$ cat src/rtl/collapse.sv
// Value-to-range collapser: merges runs of consecutive increasing values into
// (start, count) descriptors, one output register slot, valid/ready on both sides.
module collapse #(
  parameter int DATA_W  = 16,
  parameter int COUNT_W = 16
) (
  input  logic               clk,
  input  logic               rst,
  input  logic               s_valid,
  output logic               s_ready,
  input  logic [DATA_W-1:0]  s_data,
  input  logic               s_last,
  output logic               m_valid,
  input  logic               m_ready,
  output logic [DATA_W-1:0]  m_start,
  output logic [COUNT_W-1:0] m_count,
  output logic               m_last
);

  typedef enum logic [1:0] {IDLE, RUN, TAIL} state_t;

  localparam logic [COUNT_W-1:0] COUNT_ONE = COUNT_W'(1);
  localparam logic [COUNT_W-1:0] COUNT_MAX = {COUNT_W{1'b1}};
  localparam logic [DATA_W:0]    DATA_ONE  = (DATA_W+1)'(1);

  state_t               state, state_next;
  logic [DATA_W-1:0]    acc_start, acc_start_next;
  logic [COUNT_W-1:0]   acc_count, acc_count_next;
  logic [DATA_W-1:0]    acc_next, acc_next_next;
  logic                 acc_wrap, acc_wrap_next;
  logic                 m_valid_next, m_last_next;
  logic [DATA_W-1:0]    m_start_next;
  logic [COUNT_W-1:0]   m_count_next;

  logic slot_free, ready_core, accept, contig;

  assign slot_free  = !m_valid || m_ready;
  // Reset gating lives only on the port; the flops are already held in reset.
  assign ready_core = (state != TAIL) && slot_free;
  assign s_ready    = rst && ready_core;
  assign accept     = s_valid && ready_core;
  assign contig     = (s_data == acc_next) && !acc_wrap && (acc_count != COUNT_MAX);

  always_ff @(posedge clk or negedge rst) begin
    if (!rst) begin
      state     <= IDLE;
      acc_start <= '0;
      acc_count <= '0;
      acc_next  <= '0;
      acc_wrap  <= 1'b0;
      m_valid   <= 1'b0;
      m_start   <= '0;
      m_count   <= '0;
      m_last    <= 1'b0;
    end else begin
      state     <= state_next;
      acc_start <= acc_start_next;
      acc_count <= acc_count_next;
      acc_next  <= acc_next_next;
      acc_wrap  <= acc_wrap_next;
      m_valid   <= m_valid_next;
      m_start   <= m_start_next;
      m_count   <= m_count_next;
      m_last    <= m_last_next;
    end
  end

  always_comb begin
    state_next     = state;
    acc_start_next = acc_start;
    acc_count_next = acc_count;
    acc_next_next  = acc_next;
    acc_wrap_next  = acc_wrap;
    m_valid_next   = m_valid && !m_ready;
    m_start_next   = m_start;
    m_count_next   = m_count;
    m_last_next    = m_last;

    case (state)
      IDLE: begin
        if (accept) begin
          if (s_last) begin
            m_valid_next = 1'b1;
            m_start_next = s_data;
            m_count_next = COUNT_ONE;
            m_last_next  = 1'b1;
          end else begin
            acc_start_next                 = s_data;
            acc_count_next                 = COUNT_ONE;
            {acc_wrap_next, acc_next_next} = {1'b0, s_data} + DATA_ONE;
            state_next                     = RUN;
          end
        end
      end

      RUN: begin
        if (accept) begin
          if (contig) begin
            if (s_last) begin
              m_valid_next = 1'b1;
              m_start_next = acc_start;
              m_count_next = acc_count + COUNT_ONE;
              m_last_next  = 1'b1;
              state_next   = IDLE;
            end else begin
              acc_count_next                 = acc_count + COUNT_ONE;
              {acc_wrap_next, acc_next_next} = {1'b0, acc_next} + DATA_ONE;
            end
          end else begin
            // Close the current run and open a new one on the breaking beat.
            m_valid_next                   = 1'b1;
            m_start_next                   = acc_start;
            m_count_next                   = acc_count;
            m_last_next                    = 1'b0;
            acc_start_next                 = s_data;
            acc_count_next                 = COUNT_ONE;
            {acc_wrap_next, acc_next_next} = {1'b0, s_data} + DATA_ONE;
            if (s_last) state_next = TAIL;
          end
        end
      end

      TAIL: begin
        if (slot_free) begin
          m_valid_next = 1'b1;
          m_start_next = acc_start;
          m_count_next = acc_count;
          m_last_next  = 1'b1;
          state_next   = IDLE;
        end
      end

      default: state_next = IDLE;
    endcase
  end

endmodule

$ cat config.mk
export PLATFORM = sky130hd
export DESIGN_NAME = collapse
export DESIGN_NICKNAME = d
export VERILOG_FILES = /design/src/rtl/collapse.sv
export SDC_FILE = /design/constraint.sdc
export NUM_CORES = 1
export LEC_CHECK = 0
export BUFFER_PORTS_ARGS = -buffer_cell sky130_fd_sc_hd__buf_2
export CAP_MARGIN = 10
export CORE_MARGIN = 1
export CORE_UTILIZATION = 58
export CTS_CLUSTER_DIAMETER = 200
export CTS_CLUSTER_SIZE = 16
export DETAILED_ROUTE_END_ITERATION = 10
export PLACE_DENSITY = 0.78
export SETUP_SLACK_MARGIN = 0.5
export SLEW_MARGIN = 15
export SYNTH_ARGS = -nofsm -noshare
export SYNTH_HDL_FRONTEND = slang
export SYNTH_SLANG_ARGS = --single-unit
$ cat constraint.sdc
create_clock -name clk -period 3.9 [get_ports clk]
set_input_delay 0.195 -clock clk [delete_from_list [all_inputs] [get_ports clk]]
set_output_delay 0.195 -clock clk [all_outputs]
set_load 0.01 [all_outputs]
== Word-level counts from Yosys, hierarchy flattened ==
Cells that the tools add are included.
Widths: inputs -> output; s select.

* Register bits after elaboration: 85
* Input bits: 21
* Output and inout bits: 35
* Logic and storage cells: 101

* Add/subtract/negate cells: 3
* Equal/unequal tests: 14
* Multiplexer cells: 57
* Reductions and logical operators: 18

{| class="wikitable"
|+ Operator list
! cell !! count
|-
| $mux 16 || 26
|-
| $pmux 16 s2 || 3
|-
| $pmux 16 s3 || 2
|-
| $add 16x1->17 const B || 2
|-
| $add 16x1->16 const B || 1
|-
| $eq 16x16->1 || 1
|-
| $ne 16x16->1 const B || 1
|-
| $ne 2x2->1 const B || 8
|-
| $mux 1 || 15
|-
| $reduce_and 5->1 || 3
|-
| $mux 2 || 7
|-
| $logic_and 1x1->1 || 6
|-
| $ne 3x3->1 const B || 2
|-
| $pmux 1 s3 || 2
|-
| $pmux 2 s3 || 1
|-
| $reduce_and 6->1 || 1
|-
| $reduce_and 4->1 || 1
|-
| $logic_not 1->1 || 3
|-
| $reduce_bool 3->1 || 1
|-
| $eq 2x1->1 const B || 1
|-
| $eq 2x2->1 const B || 1
|-
| $logic_not 2->1 || 1
|-
| $pmux 1 s2 || 1
|-
| $reduce_bool 2->1 || 1
|-
| $logic_or 1x1->1 || 1
|}

== Logic depth before layout (Yosys ltp) ==
* Depth after elaboration: 6
* Gate-level depth with buffers: 11
* Depth with buffers taken out: 9

== Worst setup path after synthesis ==
Ideal clock, no wire load.

* Kind: register -> register
* From: register acc_count[0]
* To: register m_count[0]
* Setup time: 152 ps
* Arrival time: 2501 ps
* Required time: 3748 ps
* Slack: 1246 ps
* Cell stages (with the launch flop): 12
* Path buffers: 2
* Period minus slack after synthesis: 2654 ps
* Cells stage by stage: dfrtp_1 > ha_1 > nand3_1 > or2_1 > clkbuf_2 > o311a_1 > nand3_1 > clkbuf_1 > inv_1 > ha_1 > a22oi_1 > a31oi_1

* Cells in the longest elaborated chain, start to end: 5
* Elaborated cells between the ends (all ways): 10
* Those cells by class: 1 x add/sub; 2 x eq/ne; 5 x mux; 2 x reduce/logical

{| class="wikitable"
|+ RTL lines
! what !! line !! source
|-
| from (decl) || 28 || <nowiki>logic [COUNT_W-1:0] acc_count, acc_count_next;</nowiki>
|-
| from (signal assigned) || 58 || <nowiki>acc_count <= acc_count_next;</nowiki>
|-
| $add 16x1->16 / $ne 16x16->1 (equally long branches) || 102, 42 ||
|-
| $mux 16 / $logic_and 1x1->1 (equally long branches) || 99, 42 ||
|-
| $mux 16 || 98 || <nowiki>if (contig) begin</nowiki>
|-
| $mux 16 || 97 || <nowiki>if (accept) begin</nowiki>
|-
| $pmux 16 s3 || 79 || <nowiki>case (state)</nowiki>
|-
| to (signal assigned) || 63 || <nowiki>m_count <= m_count_next;</nowiki>
|-
| to (decl) || 16 || <nowiki>output logic [COUNT_W-1:0] m_count,</nowiki>
|}

Several ways; a longest one is shown, not always the timed one. The select of a mux whose other input is x is not followed.
A chain may end at the register's enable or synchronous reset.

== Worst setup path in the final report ==
* From: register acc_count[0]
* To: register acc_count[15]

* Cells in the longest elaborated chain, start to end: 5
* Elaborated cells between the ends (all ways): 9
* Those cells by class: 1 x add/sub; 2 x eq/ne; 4 x mux; 2 x reduce/logical

{| class="wikitable"
|+ RTL lines
! what !! line
|-
| $add 16x1->16 / $ne 16x16->1 (equally long branches) || 106, 42
|-
| $mux 16 / $logic_and 1x1->1 (equally long branches) || 99, 42
|-
| $mux 16 || 98
|-
| $mux 16 || 97
|-
| $pmux 16 s2 || 79
|}

Several ways; a longest one is shown, not always the timed one. The select of a mux whose other input is x is not followed.

==> flow_metrics.env <==
export IMPL_synthFlopType="dfrtp_1"
export IMPL_fp_dieW_um=94.5
export IMPL_ys_seq_area_share_pct=42.9
export IMPL_r2r_slack_ps=720
export IMPL_status="completed"
export IMPL_clk_latency_ps=360
export IMPL_clk_pin_slew_worst_paths_ps=90
export IMPL_grt_pass1_wl_um=20100
export IMPL_cellPowerDensity_mw_per_mm2=683
export IMPL_r2r_start="acc_count[0]"
export IMPL_diodes=0
export IMPL_synth_edf_count=0
export IMPL_switching_power_uw=1540
export IMPL_period_minus_slack_ps=3180
export IMPL_synthSimpleGateAreaFrac_pct=17.8
export IMPL_syn_avg_cell_area_um2=9.15
export IMPL_slew_violations=0
export IMPL_hold_viol=0
export IMPL_ant_nets=0
export IMPL_setup_tns_ps=0
export IMPL_power_frac_comb_pct=44.6
export IMPL_placed_cells=670
export IMPL_min_from="s_data[0]"
export IMPL_min_path_type="in -> reg"
export IMPL_worstPathCellList="ha_1, nand3_1, or2_1, o311a_1, nand4_4, or4_1, or3_1, o21ai_1"
export IMPL_dieArea_mm2=0.00892
export IMPL_ff2ff_path_depth=8
export IMPL_timing_fmax_mhz=315
export IMPL_via_per_inst=6.36
export IMPL_cts_buffers_inserted=9
export IMPL_syn2layout_area_growth_pct=11.1
export IMPL_htree_num_levels=3
export IMPL_yosysMostFrequentCell="dfrtp_1"
export IMPL_critical_path_max_fanout=21
export IMPL_timing_rr_end="acc_count[15]"
export IMPL_synth_xor_area_share_pct=4.77
export IMPL_worst_setup_path_type="reg -> reg"
export IMPL_yosysUniqueCellTypes=54
export IMPL_drive_gt1_share_pct=17.9
export IMPL_syn_area_mm2=0.00496
export IMPL_end_kind="register"
export IMPL_fp_row_count=33
export IMPL_min_path_cells=2
export IMPL_synth_area_leaders="dfrtp_1, o21ai_0, mux2i_1, nand2_1, mux2_2"
export IMPL_min_to="acc_next[0]"
export IMPL_slowest_delay_ps=850
export IMPL_antenna_found_initial=0
export IMPL_core_area_mm2=0.00826
export IMPL_synth_warnings=0
export IMPL_final_nets=606
export IMPL_track_usage_pct=29.0
export IMPL_tightest_slew_ps=889
export IMPL_place_congestion=0.884
export IMPL_yosys_register_bits=85
export IMPL_cts_setup_buffers=0
export IMPL_pwr_share_clk_pct=18.7
export IMPL_synth_top_family_by_area="compound AO/OA/AOI/OAI gates"
export IMPL_cts_max_path_buffers=2
export IMPL_grt_max_degree=70
export IMPL_worstPathRequired_ps=4180
export IMPL_synthMuxAreaShare_pct=7.04
export IMPL_overflow=0
export IMPL_worst_ep_arrival_time_ps=3460
export IMPL_rsz0062_at_grt="false"
export IMPL_start_kind="register"
export IMPL_ios=56
export IMPL_synth_adder_area_share_pct=2.02
export IMPL_synth_common_cells="dfrtp_1, o21ai_0, nand2_1, nor2_1, clkbuf_1"
export IMPL_grt_pass1_vias=4047
export IMPL_io_buffers=55
export IMPL_chipHeight_um=94.5
export IMPL_hpwl_um=8360
export IMPL_period_share_pct=81.4
export IMPL_synth_cells=542
export IMPL_internal_power_uw=2230
export IMPL_final_cells=687
export IMPL_cts_root_buffer="clkbuf_8"
export IMPL_maxCapViolCount=0
export IMPL_firstDrtPassIters=5
export IMPL_switching_share_pct=40.8
export IMPL_wl_per_cell_um=17.8
export IMPL_p_leak_uw=0.00240
export IMPL_drt_iter0_drc=495
export IMPL_irDropWorstVdd_mv=0.383
export IMPL_synth_compound_area_share_pct=21.0
export IMPL_initial_core_util_pct=60.0
export IMPL_yosys_area_top_type="dfrtp_1"
export IMPL_wirelength_um=12300
export IMPL_via_count=4367
export IMPL_slowest_stage="or4_1"
export IMPL_skew_ps=10.1
export IMPL_synth_top_area_share_pct=42.9
export IMPL_clkSinkCount=85
export IMPL_finalSetupViolations=0
export IMPL_slew_headroom_pct=40.7
export IMPL_synth_nets=571
export IMPL_async_flop_share_pct=100
export IMPL_cts_tree="built"
export IMPL_pwr_share_seq_pct=36.7
export IMPL_drc=0
==> placed cells by master (no fill, tap or decap), types with 3 or more instances in the layout <==
master / Yosys / final
dfrtp_1: 85 / 85
buf_2: 7 / 54
o21ai_0: 48 / 48
nand2_1: 47 / 47
nor2_1: 42 / 42
a21oi_1: 25 / 25
nand3_1: 22 / 22
mux2i_1: 18 / 18
xnor2_1: 16 / 16
mux2_2: 15 / 15
a22o_1: 15 / 15
inv_1: 13 / 13
nand4_1: 13 / 13
o31ai_1: 13 / 13
xor2_1: 11 / 11
o311ai_0: 11 / 11
a31oi_1: 11 / 10
clkbuf_8: 0 / 10
o22a_1: 9 / 9
buf_4: 2 / 9
nor3_1: 8 / 8
ha_1: 8 / 8
and3_1: 7 / 7
nand2b_1: 6 / 6
and2_1: 7 / 6
and4_1: 4 / 4
or3_1: 4 / 4
a2bb2oi_1: 4 / 4
or2_2: 4 / 4
o22ai_1: 4 / 4
nor4_1: 5 / 4
nor2b_1: 3 / 3
==> cells by family (layout without fill, tap and decap cells) <==
| logic type | Yosys count | after routing |
|---|---|---|
| buffers and inverters | 54 | 94 |
| multiplexers | 33 | 33 |
| flip-flops | 85 | 85 |
| AO/OA/AOI/OAI | 157 | 157 |
| AND/OR/NAND/NOR | 178 | 178 |
| XOR/XNOR | 27 | 27 |
| adder cells (fa/ha/maj) | 8 | 8 |
==> flip-flops by register name (all words and copies together) (netlist names) <==
signal / cells
acc_wrap: 1
acc_count: 16
acc_start: 16
m_valid: 1
state: 2
m_start: 16
m_last: 1
acc_next: 16
m_count: 16
==> layer usage <==
| layer | track usage, % | up-vias | routed length, um |
|---|---|---|---|
| li1 | - | 2063 | - |
| met1 | 40.7 | 2116 | 5640 |
| met2 | 46.1 | 160 | 5660 |
| met3 | 4.35 | 28 | 683 |
| met4 | 9.97 | 0 | 277 |
| met5 | 0 | - | 0 |
==> worst max-delay path by stage <==
| stage | from | end | cells past startpoint |
|---|---|---|---|
| 6_report | acc_count[0] | acc_count[15] | 8 |
| 5_1_grt | acc_count[0] | acc_count[15] | 8 |
| 4_1_cts | acc_count[1] | m_count[6] | 9 |
| 3_5_place_dp | acc_count[1] | m_count[6] | 9 |
| 3_3_place_gp | acc_count[0] | m_count[8] | 9 |
| 2_1_floorplan | acc_count[0] | m_count[0] | 11 |
==> power by group through the flow <==
stage	combinational (uW)	sequential (uW)	clock, uW
6_report	1680	1380	703
5_1_grt	1840	1420	752
4_1_cts	1680	1380	711
3_5_place_dp	1660	1390	0
3_3_place_gp	1610	1370	0
2_1_floorplan	1200	1400	0
==> critical path, delay by kind of cell (launching register included) <==
family | cells | cell delay, ps
compound gates | 2 | 360
fa+ha+maj | 1 | 280
flops | 1 | 440
simple gates | 5 | 2030
==> timing repair <==
item,CTS,global route
hold endpoints to repair,16,0
hold buffers,1,0
endpoints found under the setup margin,0,14
resized for setup,0,1
==> stage by stage <==
step / hold slack (ps) / power (uW) / instance area, um^2 / util, % / worst slack, ps
2_1_floorplan: -101 / 2600 / 4960 / - / 1250
3_3_place_gp: 67.9 / 2980 / 5270 / 63.8 / 833
3_5_place_dp: 71.1 / 3050 / 5270 / 63.8 / 700
4_1_cts: 109 / 3770 / 5510 / 66.7 / 673
5_1_grt: 142 / 4000 / 5510 / 66.7 / 587
6_report: 117 / 3760 / 5510 / 66.7 / 725
==> layout make-up <==
type	count	area (um^2)
Clock buffer	11	141
Tap cell	105	131
Sequential cell	85	2130
Clock inverter	5	83.8
Timing Repair Buffer	64	348
Fill cell	662	2750
Multi-Input combinational cell	403	2620
Inverter	14	52.6
No activity file was read; power rests on OpenSTA's default activity.
